<file path="src/rtl/buf_seq_pkg.sv">
// Shared sizing constants and FSM state type for the buffer sequencer.
// Overflow flag is controlled by BUFSEQ_OVF_FLAG_EN (see buffer_seq_ctrl).
package buf_seq_pkg;

  localparam int DEPTH  = 8;
  localparam int ADDR_W = 3;
  localparam int CNT_W  = 4;

  // Count value of the last entry in a fill or drain pass.
  localparam logic [CNT_W-1:0] LAST_IDX = 4'd7;

  typedef enum logic [1:0] {
    FILL  = 2'd0,
    START = 2'd1,
    DRAIN = 2'd2
  } state_t;

endpackage

</file>
<file path="src/rtl/buffer_seq_ctrl_seq_counter.sv">
// Up-counter with synchronous clear and synchronous active-low reset,
// used for both the write and the read entry counters.
module seq_counter #(
  parameter int W = 4
) (
  input  logic         clk,
  input  logic         rst_n,
  input  logic         inc,
  input  logic         clr,
  output logic [W-1:0] cnt
);

  logic [W-1:0] cnt_r;

  // Count register: reset and clear dominate increment.
  always_ff @(posedge clk) begin
    if (!rst_n) begin
      cnt_r <= '0;
    end else if (clr) begin
      cnt_r <= '0;
    end else if (inc) begin
      cnt_r <= cnt_r + W'(1);
    end else begin
      cnt_r <= cnt_r;
    end
  end

  assign cnt = cnt_r;

endmodule

</file>
<file path="src/rtl/buffer_seq_ctrl.sv">
// Fill/start/drain sequencer for an 8-entry buffer.
// Optional sticky overflow flag enabled by defining BUFSEQ_OVF_FLAG_EN.
module buffer_seq_ctrl
  import buf_seq_pkg::*;
(
  input  logic              clk,
  input  logic              rst_n,
  input  logic              wr_en,
  input  logic              clear,
  input  logic              rd_ready,
  output logic              mem_we,
  output logic [ADDR_W-1:0] mem_waddr,
  output logic [ADDR_W-1:0] mem_raddr,
  output logic              start,
  output logic              rd_valid,
  output logic              done,
  output logic              ovf
);

  state_t           state_r;
  state_t           next_s;
  logic [CNT_W-1:0] wcnt_s;
  logic [CNT_W-1:0] rcnt_s;
  logic             wr_acc_s;
  logic             rd_acc_s;
  logic             last_read_s;
  logic             cnt_clr_s;

  // A write is only taken in FILL; FILL exits at the 8th, so wcnt stops at 8.
  assign wr_acc_s    = (state_r == FILL) && wr_en && !clear;
  assign last_read_s = (state_r == DRAIN) && rd_ready && (rcnt_s == LAST_IDX);
  assign rd_acc_s    = (state_r == DRAIN) && rd_ready && !clear;
  assign cnt_clr_s   = clear || last_read_s;

  seq_counter #(.W(CNT_W)) u_wcnt (
    .clk   (clk),
    .rst_n (rst_n),
    .inc   (wr_acc_s),
    .clr   (cnt_clr_s),
    .cnt   (wcnt_s)
  );

  // The final handshake clears rather than increments, so rcnt never reaches 8.
  seq_counter #(.W(CNT_W)) u_rcnt (
    .clk   (clk),
    .rst_n (rst_n),
    .inc   (rd_acc_s && !last_read_s),
    .clr   (cnt_clr_s),
    .cnt   (rcnt_s)
  );

  // FSM state register.
  always_ff @(posedge clk) begin
    if (!rst_n) begin
      state_r <= FILL;
    end else begin
      state_r <= next_s;
    end
  end

  // FSM next-state logic; clear overrides every transition.
  always_comb begin
    next_s = state_r;
    if (clear) begin
      next_s = FILL;
    end else begin
      case (state_r)
        FILL: begin
          if (wr_en && (wcnt_s == LAST_IDX)) begin
            next_s = START;
          end else begin
            next_s = FILL;
          end
        end
        START: next_s = DRAIN;
        DRAIN: begin
          if (last_read_s) begin
            next_s = FILL;
          end else begin
            next_s = DRAIN;
          end
        end
        default: next_s = FILL;
      endcase
    end
  end

  // Output decode; everything is forced low while reset is applied.
  always_comb begin
    mem_we    = 1'b0;
    mem_waddr = 3'd0;
    mem_raddr = 3'd0;
    start     = 1'b0;
    rd_valid  = 1'b0;
    done      = 1'b0;
    if (rst_n) begin
      mem_we    = wr_acc_s;
      mem_waddr = wcnt_s[ADDR_W-1:0];
      mem_raddr = rcnt_s[ADDR_W-1:0];
      start     = (state_r == START) && !clear;
      rd_valid  = (state_r == DRAIN);
      done      = last_read_s && !clear;
    end else begin
      mem_we = 1'b0;
    end
  end

`ifdef BUFSEQ_OVF_FLAG_EN
  logic ovf_r;

  // Sticky flag for writes attempted while the buffer is busy.
  always_ff @(posedge clk) begin
    if (!rst_n) begin
      ovf_r <= 1'b0;
    end else if (clear) begin
      ovf_r <= 1'b0;
    end else if (wr_en && (state_r != FILL)) begin
      ovf_r <= 1'b1;
    end else begin
      ovf_r <= ovf_r;
    end
  end

  assign ovf = ovf_r;
`else
  assign ovf = 1'b0;
`endif

endmodule

</file>
<file path="config.mk">
export PLATFORM = sky130hd
export DESIGN_NAME = buffer_seq_ctrl
export DESIGN_NICKNAME = d
export VERILOG_FILES = /design/src/rtl/buf_seq_pkg.sv /design/src/rtl/buffer_seq_ctrl_seq_counter.sv /design/src/rtl/buffer_seq_ctrl.sv
export SDC_FILE = /design/constraint.sdc
export NUM_CORES = 1
export LEC_CHECK = 0
export BUFFER_PORTS_ARGS = -buffer_cell sky130_fd_sc_hd__clkbuf_2
export CORE_AREA = 8 8 45 47
export DETAILED_ROUTE_END_ITERATION = 10
export DIE_AREA = 0 0 53 55
export GPL_TIMING_DRIVEN = 1
export SYNTH_ARGS = -nofsm -noshare
export SYNTH_HDL_FRONTEND = slang
export SYNTH_SLANG_ARGS = --single-unit
</file>
<file path="constraint.sdc">
create_clock -name clk -period 1.7 [get_ports clk]
set_clock_uncertainty 0.1 [all_clocks]
set_input_delay 0.17 -clock clk [delete_from_list [all_inputs] [get_ports clk]]
set_output_delay 0.17 -clock clk [all_outputs]
set_load 0.01 [all_outputs]
</file>
==> summary.txt, run 1 <==
Setup path
  • Critical path data arrival time: 1.70 ns
  • Worst Path Max Fanout: 7
  • RR Startpoint: state_r[1]
  • CP Class: flip-flop to flip-flop
  • Worst setup endpoint: u_wcnt.cnt[3]
  • FF-to-FF setup slack: 0.11 ns
  • R2r endpoint: u_wcnt.cnt[3]
  • Req. time, crit path: 1.81 ns
  • Critical path startpoint: state_r[1]
  • Cells on worst reg2reg path: 3
  • Startpoint types: flip-flop
  • Crit end category: flip-flop

Clock network
  • CTS buffer count: 3
  • CTS tree: done
  • CTS max path bufs: 2
  • Clock-pin slew on the worst setup and hold paths: 0.07 ns
  • Clk_lat worst skew: 0.27 ns
  • Num Clock Sinks: 10
  • CTS H-tree depth: 1
  • Clock Root Buffer: clkbuf_4

Global route
  • GRT overflow: 0
  • GR peak layer: met2
  • Largest net degree at the start of global routing: 10
  • First-pass GRT wire length: just under 2000 microns
  • Vias in the first global route: 469
  • Gr usage total: 9.260%
  • Met3 GRT Util: 2.674%
  • Antenna violations before repair: 0
  • M2 GR Usage: around 16%
  • Met1 usage: 9.188%

Power
  • Leakage power: 0.2784 nW
  • Max IR drop VDD: about 0.39 mV
  • Total Power: 0.0004900 W
  • PD cells: roughly 700 mW/mm^2

Synth
  • Yosys cell types: 26
  • YS warnings: 0
  • Synth Net Count: 70
  • Top cell type's share of synthesized area: 37.47%
  • Cell taking the most area after synthesis: dfxtp_1
  • Dominant cells by area after synthesis: dfxtp_1, and2_1, a21oi_1
  • Avg Cell Area, Syn: 8.480 sq um
  • Post-Syn Instances: 63
  • Synth Cell Area: 534.3 sq um
  • FF+latch count, synth: 10
  • Seq/Total Area, Yosys: 37.47%

Timing
  • Slew Limit Fails: 0
  • Period utilization: 93.45%
  • Tmin final: approximately 1.6 ns
  • Fin. Hold Viols: 0
  • Fmax: about 0.63 GHz
  • Final setup violation count: 0

Route
  • Vias/cell: 5.082
  • DR iter-0 viols: 4
  • DRC viols: 0
  • Via count: 498
  • Drt first pass iters: 4
  • Wire per inst: 12.59 microns
  • Post-Route WL: 1234 microns
  • Post-route ant nets: 0

Placement
  • Port Buffer Count: 14
  • Placed insts: 93
  • Routability congestion estimate: 0.6790
  • Post-DP HPWL: 938.9 microns
  • DP Area: 628.1 sq um

Die
  • Die width: around 53 microns
  • Die height: around 55 microns
  • Rows: 14
  • Total core area: 0.001384 sq mm
  • I/O pin count: 16
  • Initial Util: roughly two fifths
  • Full die area: 0.002915 sq mm

Run
  • Max_cap viols: 0

Layout
  • Final #Nets: 90
  • Final Non-Filler Cells: 98
  • Area growth from synthesis to layout: 28.81%
  • Design Area, Final: approximately 690 sq um
  • Antenna diodes: 0
  • Share of cells above drive strength 1: 32.93%

Min path
  • Min-Delay Path Class: input pin to flip-flop

Outcome
  • Status: finished, final reports clean
[placed cells by master, fill, tap and decap left out, drive strengths merged]
cell and n:
ha 2, and4b 1, o21bai 1, nand4b 1, nor4b 1, and3b 1, xnor2 1, or4b 2
nand2b 2, nand3b 3, nor2b 1, buf 3, xor2 1, dfxtp 10, clkbuf 18, conb 1
inv 1, a21oi 7, or3 2, o21ai 4, nand3 3, nor2 3, and2 8, nand2 4
nor3 1
[through the flow]
stage | setup TNS (ns) | hold slack [ns] | setup slack, ns | util (%)
3_3_place_gp | 0 | 0.3687 | 0.1585 | 45.39
4_1_cts | 0 | 0.1516 | 0.02951 | 48.55
5_1_grt | -0.001679 | 0.1832 | -0.001679 | 49.73
2_1_floorplan | 0 | 0.2782 | 0.1904 | -
6_report | 0 | 0.1530 | 0.1113 | 49.73
3_5_place_dp | 0 | 0.3832 | 0.1231 | 45.39
[cell families after synthesis]
group	Yosys count	synth area share (%)
AOI/OAI and AO/OA	12	11.71
adders and majority gates	2	4.683
buffers and inverters	3	2.809
DFF	10	37.47
xor gates and xnor gates	2	3.279
and+or+nand+nor	33	39.34
other	1	0.7019
[registers in the layout, indices dropped and copies added, names as in the netlist]
| name | flops |
|---|---|
| state_r | 2 |
| u_wcnt.cnt | 4 |
| u_rcnt.cnt | 4 |
[per-layer routing]
layer,vias to the layer above,part of all wire [%]
li1,257,-
met1,225,44
met2,12,46
met3,4,6.9
met4,0,2.7
met5,-,0
[Yosys cell counts]
cell type,instances
xor2_1,1
and2_1,8
and4b_1,1
and3b_1,1
conb_1,1
nand2_1,4
nand3b_1,3
nand3_1,3
nor3_1,1
nand2b_1,2
nor2b_1,1
dfxtp_1,10
or4b_1,1
or3_1,2
nor2_1,3
buf_4,1
o21bai_1,1
nor4b_1,1
nand4b_1,1
a21oi_1,7
or4b_4,1
xnor2_1,1
clkbuf_1,1
o21ai_0,4
ha_1,2
inv_1,1
[where the power goes]
part	total [W]	internal, W	switching (W)
Combinational	0.0000288	0.0000127	0.0000161
Clock	0.000225	0.000130	0.0000948
Sequential	0.000236	0.000235	0.00000123
Total	0.000490	0.000378	0.000112
[critical path, cell delays in order (launching register included)]
cell	delay (ns)
dfxtp_1	0.36
or4b_4	0.58
or3_1	0.35
a21oi_1	0.13
[final cells by class]
type                            count  area (sq um)
Timing Repair Buffer               17         92.59
Clock buffer                        4         36.28
Multi-Input combinational cell     50         332.8
Tap cell                           16         20.02
Inverter                            1         3.754
Fill cell                         141         695.7
Sequential cell                    10         202.7
[timing repair]
| action | CTS | global route |
|---|---|---|
| gates resized for setup | 0 | 5 |
| endpoints found under the setup margin | 1 | 2 |
| hold buffers | 0 | 0 |
| setup buffers | 1 | 0 |
[worst min path at each step]
stage	startpoint	endpoint	slack (ns)	depth (start not counted)
after floorplan	clear	u_wcnt.cnt[1]	0.28	3
after global placement	u_rcnt.cnt[3]	u_rcnt.cnt[3]	0.37	2
after detailed placement	u_rcnt.cnt[3]	u_rcnt.cnt[3]	0.38	2
after CTS	rd_ready	u_rcnt.cnt[2]	0.15	4
after global routing	rd_ready	u_rcnt.cnt[2]	0.18	4
final	rd_ready	u_rcnt.cnt[2]	0.15	4
(Power assumes the default switching activity.)
==> inputs of run 2 (changes only) <==
==> constraint.sdc (replaced) <==
create_clock -name clk -period 1.55 [get_ports clk]
set_clock_uncertainty 0.1 [all_clocks]
set_input_delay 0.155 -clock clk [delete_from_list [all_inputs] [get_ports clk]]
set_output_delay 0.155 -clock clk [all_outputs]
set_load 0.01 [all_outputs]
==> run 2 against run 1 <==
Net effect:
- the run now ends with negative setup slack left
- count of clock-buffer cells in the layout unchanged
- non-clock buffer count up 5
- total power increased by 9.9%
- critical path type is now flip-flop to primary output
- largest power group unchanged
==> summary.txt, run 2 (synthesized netlist as in run 1, its figures left out) <==
Outcome
  • Status: complete, but fails checks (was finished, final reports clean)
  • Failing checks: negative setup slack

Min path
  • Min-Delay Path Class: input pin to flip-flop (unchanged)
  • Min-delay src: rd_ready (unchanged)

Setup path
  • Req. time, crit path: 1.29 ns (was 1.81 ns)
  • Worst Path Max Fanout: 3 (was 7)
  • Critical path data arrival time: 1.32 ns (was 1.70 ns)
  • Critical path's top delay family: buffers and inverters (was simple AND/OR/NAND/NOR gates)
  • CP peak stage delay: 0.34 ns (was 0.58 ns)
  • RR Startpoint: u_rcnt.cnt[1] (was state_r[1])
  • Worst path bufs/invs: 3 (was 0)
  • Startpoint types: flip-flop (unchanged)
  • CP Class: flip-flop to primary output (was flip-flop to flip-flop)
  • Crit-path most repeated cell: buf_6
  • Crit-path cells: buf_6 -> nand3b_1 -> buf_6 -> nor3_2 -> buf_2 (was or4b_4 -> or3_1 -> a21oi_1)
  • Critical path startpoint: state_r[0] (was state_r[1])
  • Crit end category: primary output (was flip-flop)
  • Crit path max-delay cell type: dfxtp_2 (was or4b_4)

Route
  • Drt first pass iters: 3 (was 4)
  • Post-Route WL: 1412 microns (was 1234 microns)
  • Via count: 520 (was 498)
  • Wire per inst: 13.71 microns (was 12.59 microns)
  • DR iter-0 viols: 2 (was 4)
  • DRC viols: 0 (unchanged)
  • Vias/cell: 5.049 (was 5.082)
  • Post-route ant nets: 0 (unchanged)

Global route
  • Largest net degree at the start of global routing: 10 (unchanged)
  • Gr usage total: 10.52% (was 9.260%)
  • Antenna violations before repair: 0 (unchanged)
  • Vias in the first global route: 513 (was 469)
  • GRT overflow: 0 (unchanged)
  • First-pass GRT wire length: 2242 microns (was 1938 microns)

Timing
  • Slew Limit Fails: 0 (unchanged)
  • Period utilization: 101.7%
  • Fmax: 0.6343 GHz
  • Final WS setup: -0.02645 ns (was 0.1113 ns)
  • Final setup violation count: 2 (was 0)
  • Tmin final: 1.576 ns
  • Fin. Hold Viols: 0 (unchanged)
  • Final hold slack: 0.1540 ns (was 0.1530 ns)
  • RSZ-0062 raised after global routing: true

Clock network
  • CTS max path bufs: 2 (unchanged)
  • Clock Root Buffer: clkbuf_4 (unchanged)
  • Clk_lat worst skew: 0.27 ns (about the same)
  • CTS tree: done (unchanged)
  • CTS H-tree depth: 1 (unchanged)
  • CTS buffer count: 3 (unchanged)
  • Hold-fix buffers, CTS: 0 (unchanged)
  • Num Clock Sinks: 10 (unchanged)
  • Clock-pin slew on the worst setup and hold paths: 0.07 ns (about the same)

Power
  • Leakage power: 0.3230 nW (was 0.2784 nW)
  • Max IR drop VDD: 0.3892 mV (was 0.3853 mV)
  • PD cells: 705.8 mW/mm^2 (was 712.0 mW/mm^2)

Placement
  • Dpl ws: 0.02643 ns (was 0.1231 ns)
  • Post-DP HPWL: 979.4 microns (was 938.9 microns)
  • Routability congestion estimate: 0.7227 (was 0.6790)
  • Port Buffer Count: 14 (unchanged)

Layout
  • Area growth from synthesis to layout: 42.86% (was 28.81%)
  • Commonest non-fill, non-tap cells in the layout: clkbuf_2, and2_1, dfxtp_1 (unchanged)
  • Share of cells above drive strength 1: 41.38% (was 32.93%)
  • Antenna diodes: 0 (unchanged)
  • Most common cell after layout, fill and taps aside: clkbuf_2 (unchanged)
  • Final #Nets: 95 (was 90)

Die
  • Initial Util: 38.61% (unchanged)
  • Total core area: 0.001384 sq mm (unchanged)
  • Full die area: 0.002915 sq mm (unchanged)
  • Die width: 53 microns (unchanged)
  • I/O pin count: 16 (unchanged)
  • Rows: 14 (unchanged)
  • Die height: 55 microns (unchanged)

Run
  • Max_cap viols: 0 (unchanged)
-- run 2: metrics by stage --
stage               util [%]  instance area (sq um)  total power (W)  setup TNS (ns)  std cells
floorplan                  -                  534.3        0.0002830               0         63
global placement       47.02                  650.6        0.0002963               0         96
detailed placement     47.02                  650.6        0.0002967               0         96
CTS                    53.71                  743.2        0.0005457         -0.1219        103
global route           55.15                  763.2        0.0005625         -0.2596        103
finish                 55.15                  763.2        0.0005387        -0.04242        103
-- run 2: final timing paths --
check	to	slack, ns	depth (start not counted)
setup reg to reg	u_rcnt.cnt[3]	0.01	5
setup / recovery	done	-0.03	5
hold / removal	u_rcnt.cnt[2]	0.15	4
hold reg to reg	u_rcnt.cnt[1]	0.38	2
-- run 2: worst register-to-register path, delay by kind of cell (launching register included) --
kind	cells	cell delay, ns
buffers and inverters	1	0.13
adders and majority gates	1	0.20
DFF	1	0.34
and+or+nand+nor	2	0.57
AOI/OAI and AO/OA	1	0.13
-- run 2: power breakdown --
group	switching (W)	total (W)	internal, W
sequential	0.00000126	0.000259	0.000258
clock	0.000102	0.000244	0.000143
combinational	0.0000196	0.0000353	0.0000157
total	0.000123	0.000539	0.000416
-- run 2: layout make-up --
class	instances	area [sq um]
clock buffers	4	36.28
fillers	137	620.6
inverters	1	3.754
multi-input cells	50	354.1
flip-flops and latches	10	203.9
well taps	16	20.02
repair buffers	22	145.1
-- run 2: per-layer routing --
metal	vias up	GRT usage (%)	part of all wire (%)
met1	243	10.57	42
li1	266	-	-
met3	2	3.743	5.9
met4	0	5.172	0.57
met5	-	0	0
met2	9	18.95	52
-- run 2: what timing repair did --
| action | CTS | global route |
|---|---|---|
| gates resized for setup | 8 | 8 |
| buffers inserted | 3 | 0 |
| pin swaps | 2 | 3 |
| endpoints found under the setup margin | 2 | 8 |
| gates cloned | 0 | 0 |
==> inputs of run 3 (changes only) <==
--- a/config.mk
+++ b/config.mk
@@ -10,6 +10,7 @@
 export DETAILED_ROUTE_END_ITERATION = 10
 export DIE_AREA = 0 0 53 55
 export GPL_TIMING_DRIVEN = 1
+export SETUP_SLACK_MARGIN = 0.05
 export SYNTH_ARGS = -nofsm -noshare
 export SYNTH_HDL_FRONTEND = slang
 export SYNTH_SLANG_ARGS = --single-unit
==> run 3 against run 2 <==
Net effect:
- the run still ends with negative setup slack left
- global-route usage about the same
- core utilization increased by 5.2 points
- critical path type unchanged
- wire length increased by 2.3%
- critical path depth unchanged
- die area unchanged
- first-iteration DRC count increased by 100%
- total power decreased by 12%
- sequential cell count unchanged
==> summary.txt, run 3 (synthesized netlist as in run 1, its figures left out) <==
Route
  • Wire per inst: 13.50 microns (was 13.71 microns)
  • DR iter-0 viols: 4 (was 2)
  • Post-route ant nets: 0 (unchanged)
  • DRC viols: 0 (unchanged)
  • Post-Route WL: 1444 microns (was 1412 microns)
  • Drt first pass iters: 4 (was 3)
  • Via count: 543 (was 520)
  • Vias/cell: 5.075 (was 5.049)

Clock network
  • CTS buffer count: 3 (unchanged)
  • Clock Root Buffer: clkbuf_4 (unchanged)
  • CTS tree: done (unchanged)
  • Clk_lat worst skew: 0.26 ns (was 0.27 ns)
  • Num Clock Sinks: 10 (unchanged)
  • CTS H-tree depth: 1 (unchanged)
  • Hold-fix buffers, CTS: 0 (unchanged)
  • Clock-pin slew on the worst setup and hold paths: 0.06 ns (was 0.07 ns)
  • CTS max path bufs: 2 (unchanged)

Min path
  • Min-Delay Path Class: input pin to flip-flop (unchanged)

Global route
  • Antenna violations before repair: 0 (unchanged)
  • First-pass GRT wire length: 2359 microns (was 2242 microns)
  • Vias in the first global route: 552 (was 513)
  • Largest net degree at the start of global routing: 10 (unchanged)
  • Gr usage total: 10.57% (was 10.52%)
  • GRT overflow: 0 (unchanged)

Power
  • Clock power frac: 35.8% (was 45.4%)
  • Comb pwr share: 9.2% (was 6.6%)
  • Switching portion of total power: 21.76% (was 22.79%)
  • Seq pwr share: 54.9% (was 48.1%)
  • Leakage power: 0.3558 nW (was 0.3230 nW)
  • Pint: 0.0003693 W (was 0.0004160 W)
  • Switching power: 0.0001027 W (was 0.0001228 W)
  • PD cells: 564.8 mW/mm^2 (was 705.8 mW/mm^2)
  • Max IR drop VDD: 0.3439 mV (was 0.3892 mV)

Timing
  • Period utilization: 103.3% (was 101.7%)
  • Final setup violation count: 3 (was 2)
  • Fin. Hold Viols: 0 (unchanged)
  • Tmin final: 1.602 ns (was 1.576 ns)
  • Fmax: 0.6243 GHz (was 0.6343 GHz)
  • RSZ-0062 raised after global routing: true (unchanged)
  • Final WS setup: -0.05170 ns (was -0.02645 ns)
  • Slew Limit Fails: 0 (unchanged)

Die
  • I/O pin count: 16 (unchanged)
  • Full die area: 0.002915 sq mm (unchanged)
  • Die height: 55 microns (unchanged)
  • Rows: 14 (unchanged)
  • Initial Util: 38.61% (unchanged)
  • Total core area: 0.001384 sq mm (unchanged)
  • Die width: 53 microns (unchanged)

Layout
  • Most common cell after layout, fill and taps aside: clkbuf_2 (unchanged)
  • Multi-input gate area: 399.1 sq um (was 354.1 sq um)
  • Final #Nets: 100 (was 95)
  • Post-layout util: 60.40% (was 55.15%)
  • Reg area: 205.2 sq um (was 203.9 sq um)
  • Fillers: 124 (was 137)
  • Final Non-Filler Cells: 107 (was 103)
  • Antenna diodes: 0 (unchanged)
  • Share of cells above drive strength 1: 51.65% (was 41.38%)
  • Area growth from synthesis to layout: 56.44% (was 42.86%)
  • Commonest non-fill, non-tap cells in the layout: clkbuf_2, buf_4, and2_1 (was clkbuf_2, and2_1, dfxtp_1)

Outcome
  • Status: complete, but fails checks (unchanged)
  • Failing checks: negative setup slack (unchanged)

Placement
  • Routability congestion estimate: 0.6761 (was 0.7227)
  • Port Buffer Count: 14 (unchanged)
  • Post-DP HPWL: 980.7 microns (was 979.4 microns)
  • Placed insts: 98 (was 96)

Setup path
  • Worst setup endpoint: done (unchanged)
  • Cells on worst reg2reg path: 5 (unchanged)
  • Critical path startpoint: state_r[0] (unchanged)
  • Worst Path Max Fanout: 4 (was 3)
  • Crit end category: primary output (unchanged)
  • Critical path data arrival time: 1.35 ns (was 1.32 ns)
  • Startpoint types: flip-flop (unchanged)
  • RR Startpoint: state_r[0] (was u_rcnt.cnt[1])
  • FF-to-FF setup slack: -0.03 ns (was 0.01 ns)
  • Req. time, crit path: 1.29 ns (about the same)
  • R2r endpoint: u_rcnt.cnt[3] (unchanged)
  • CP Class: flip-flop to primary output (unchanged)

Run
  • Max_cap viols: 0 (unchanged)
==> run 3: cell count changes in the layout (fill, tap and decap cells not counted), sizes merged <==
cell	previous run	this run
buf	10	15
clkbuf	16	15
==> run 3: layout make-up <==
| class | instances | share of cell area (%) |
|---|---|---|
| flip-flops and latches | 10 | 24.55 |
| inverters | 1 | 0.4491 |
| well taps | 16 | 2.395 |
| clock buffers | 3 | 2.695 |
| multi-input cells | 50 | 47.75 |
| repair buffers | 27 | 22.16 |
==> run 3: worst min-delay path by stage <==
| stage | from | slack, ns | to | cells past startpoint |
|---|---|---|---|---|
| 2_1_floorplan | clear | 0.26 | u_wcnt.cnt[1] | 3 |
| 3_3_place_gp | u_rcnt.cnt[3] | 0.37 | u_rcnt.cnt[3] | 2 |
| 3_5_place_dp | u_wcnt.cnt[3] | 0.38 | u_wcnt.cnt[3] | 2 |
| 4_1_cts | rd_ready | 0.16 | u_rcnt.cnt[2] | 4 |
| 5_1_grt | rd_ready | 0.19 | u_rcnt.cnt[2] | 4 |
| 6_report | rd_ready | 0.17 | u_rcnt.cnt[2] | 4 |
==> run 3: power by group through the flow <==
stage               clock network (W)  logic (W)  registers [W]
floorplan                           0  0.0000183       0.000265
global placement                    0  0.0000309       0.000265
detailed placement                  0  0.0000310       0.000265
CTS                          0.000179  0.0000377       0.000259
global route                 0.000195  0.0000478       0.000259
finish                       0.000169  0.0000435       0.000259
==> run 3: what timing repair did <==
item	4_1_cts	5_1_grt
pin swaps	3	4
endpoints found under the setup margin	3	7
buffers inserted	4	2
resized for setup	14	12
==> run 3: through the flow <==
| stage | total power [W] | TNS [ns] | instance area [sq um] | worst slack (ns) | hold slack [ns] |
|---|---|---|---|---|---|
| floorplan | 0.0002831 | 0 | 534.3 | 0.06101 | 0.2632 |
| global placement | 0.0002961 | 0 | 665.6 | 0.06542 | 0.3692 |
| detailed placement | 0.0002962 | 0 | 665.6 | 0.05563 | 0.3776 |
| CTS | 0.0004756 | -0.1122 | 773.2 | -0.08470 | 0.1552 |
| global route | 0.0005019 | -0.3231 | 835.8 | -0.1347 | 0.1895 |
| finish | 0.0004720 | -0.1312 | 835.8 | -0.05170 | 0.1700 |
==> run 3: critical path: stages, from the launching register on <==
cell and delay, ns:
dfxtp_2 0.32, buf_6 0.12, nand3b_1 0.20, buf_6 0.16
nor3_4 0.14, buf_2 0.15
==> run 3: per-layer routing <==
layer	global-route usage, %	routed length [microns]
met1	11.47	570
met2	18.36	777
met4	2.586	8
met5	0	0
met3	4.813	87
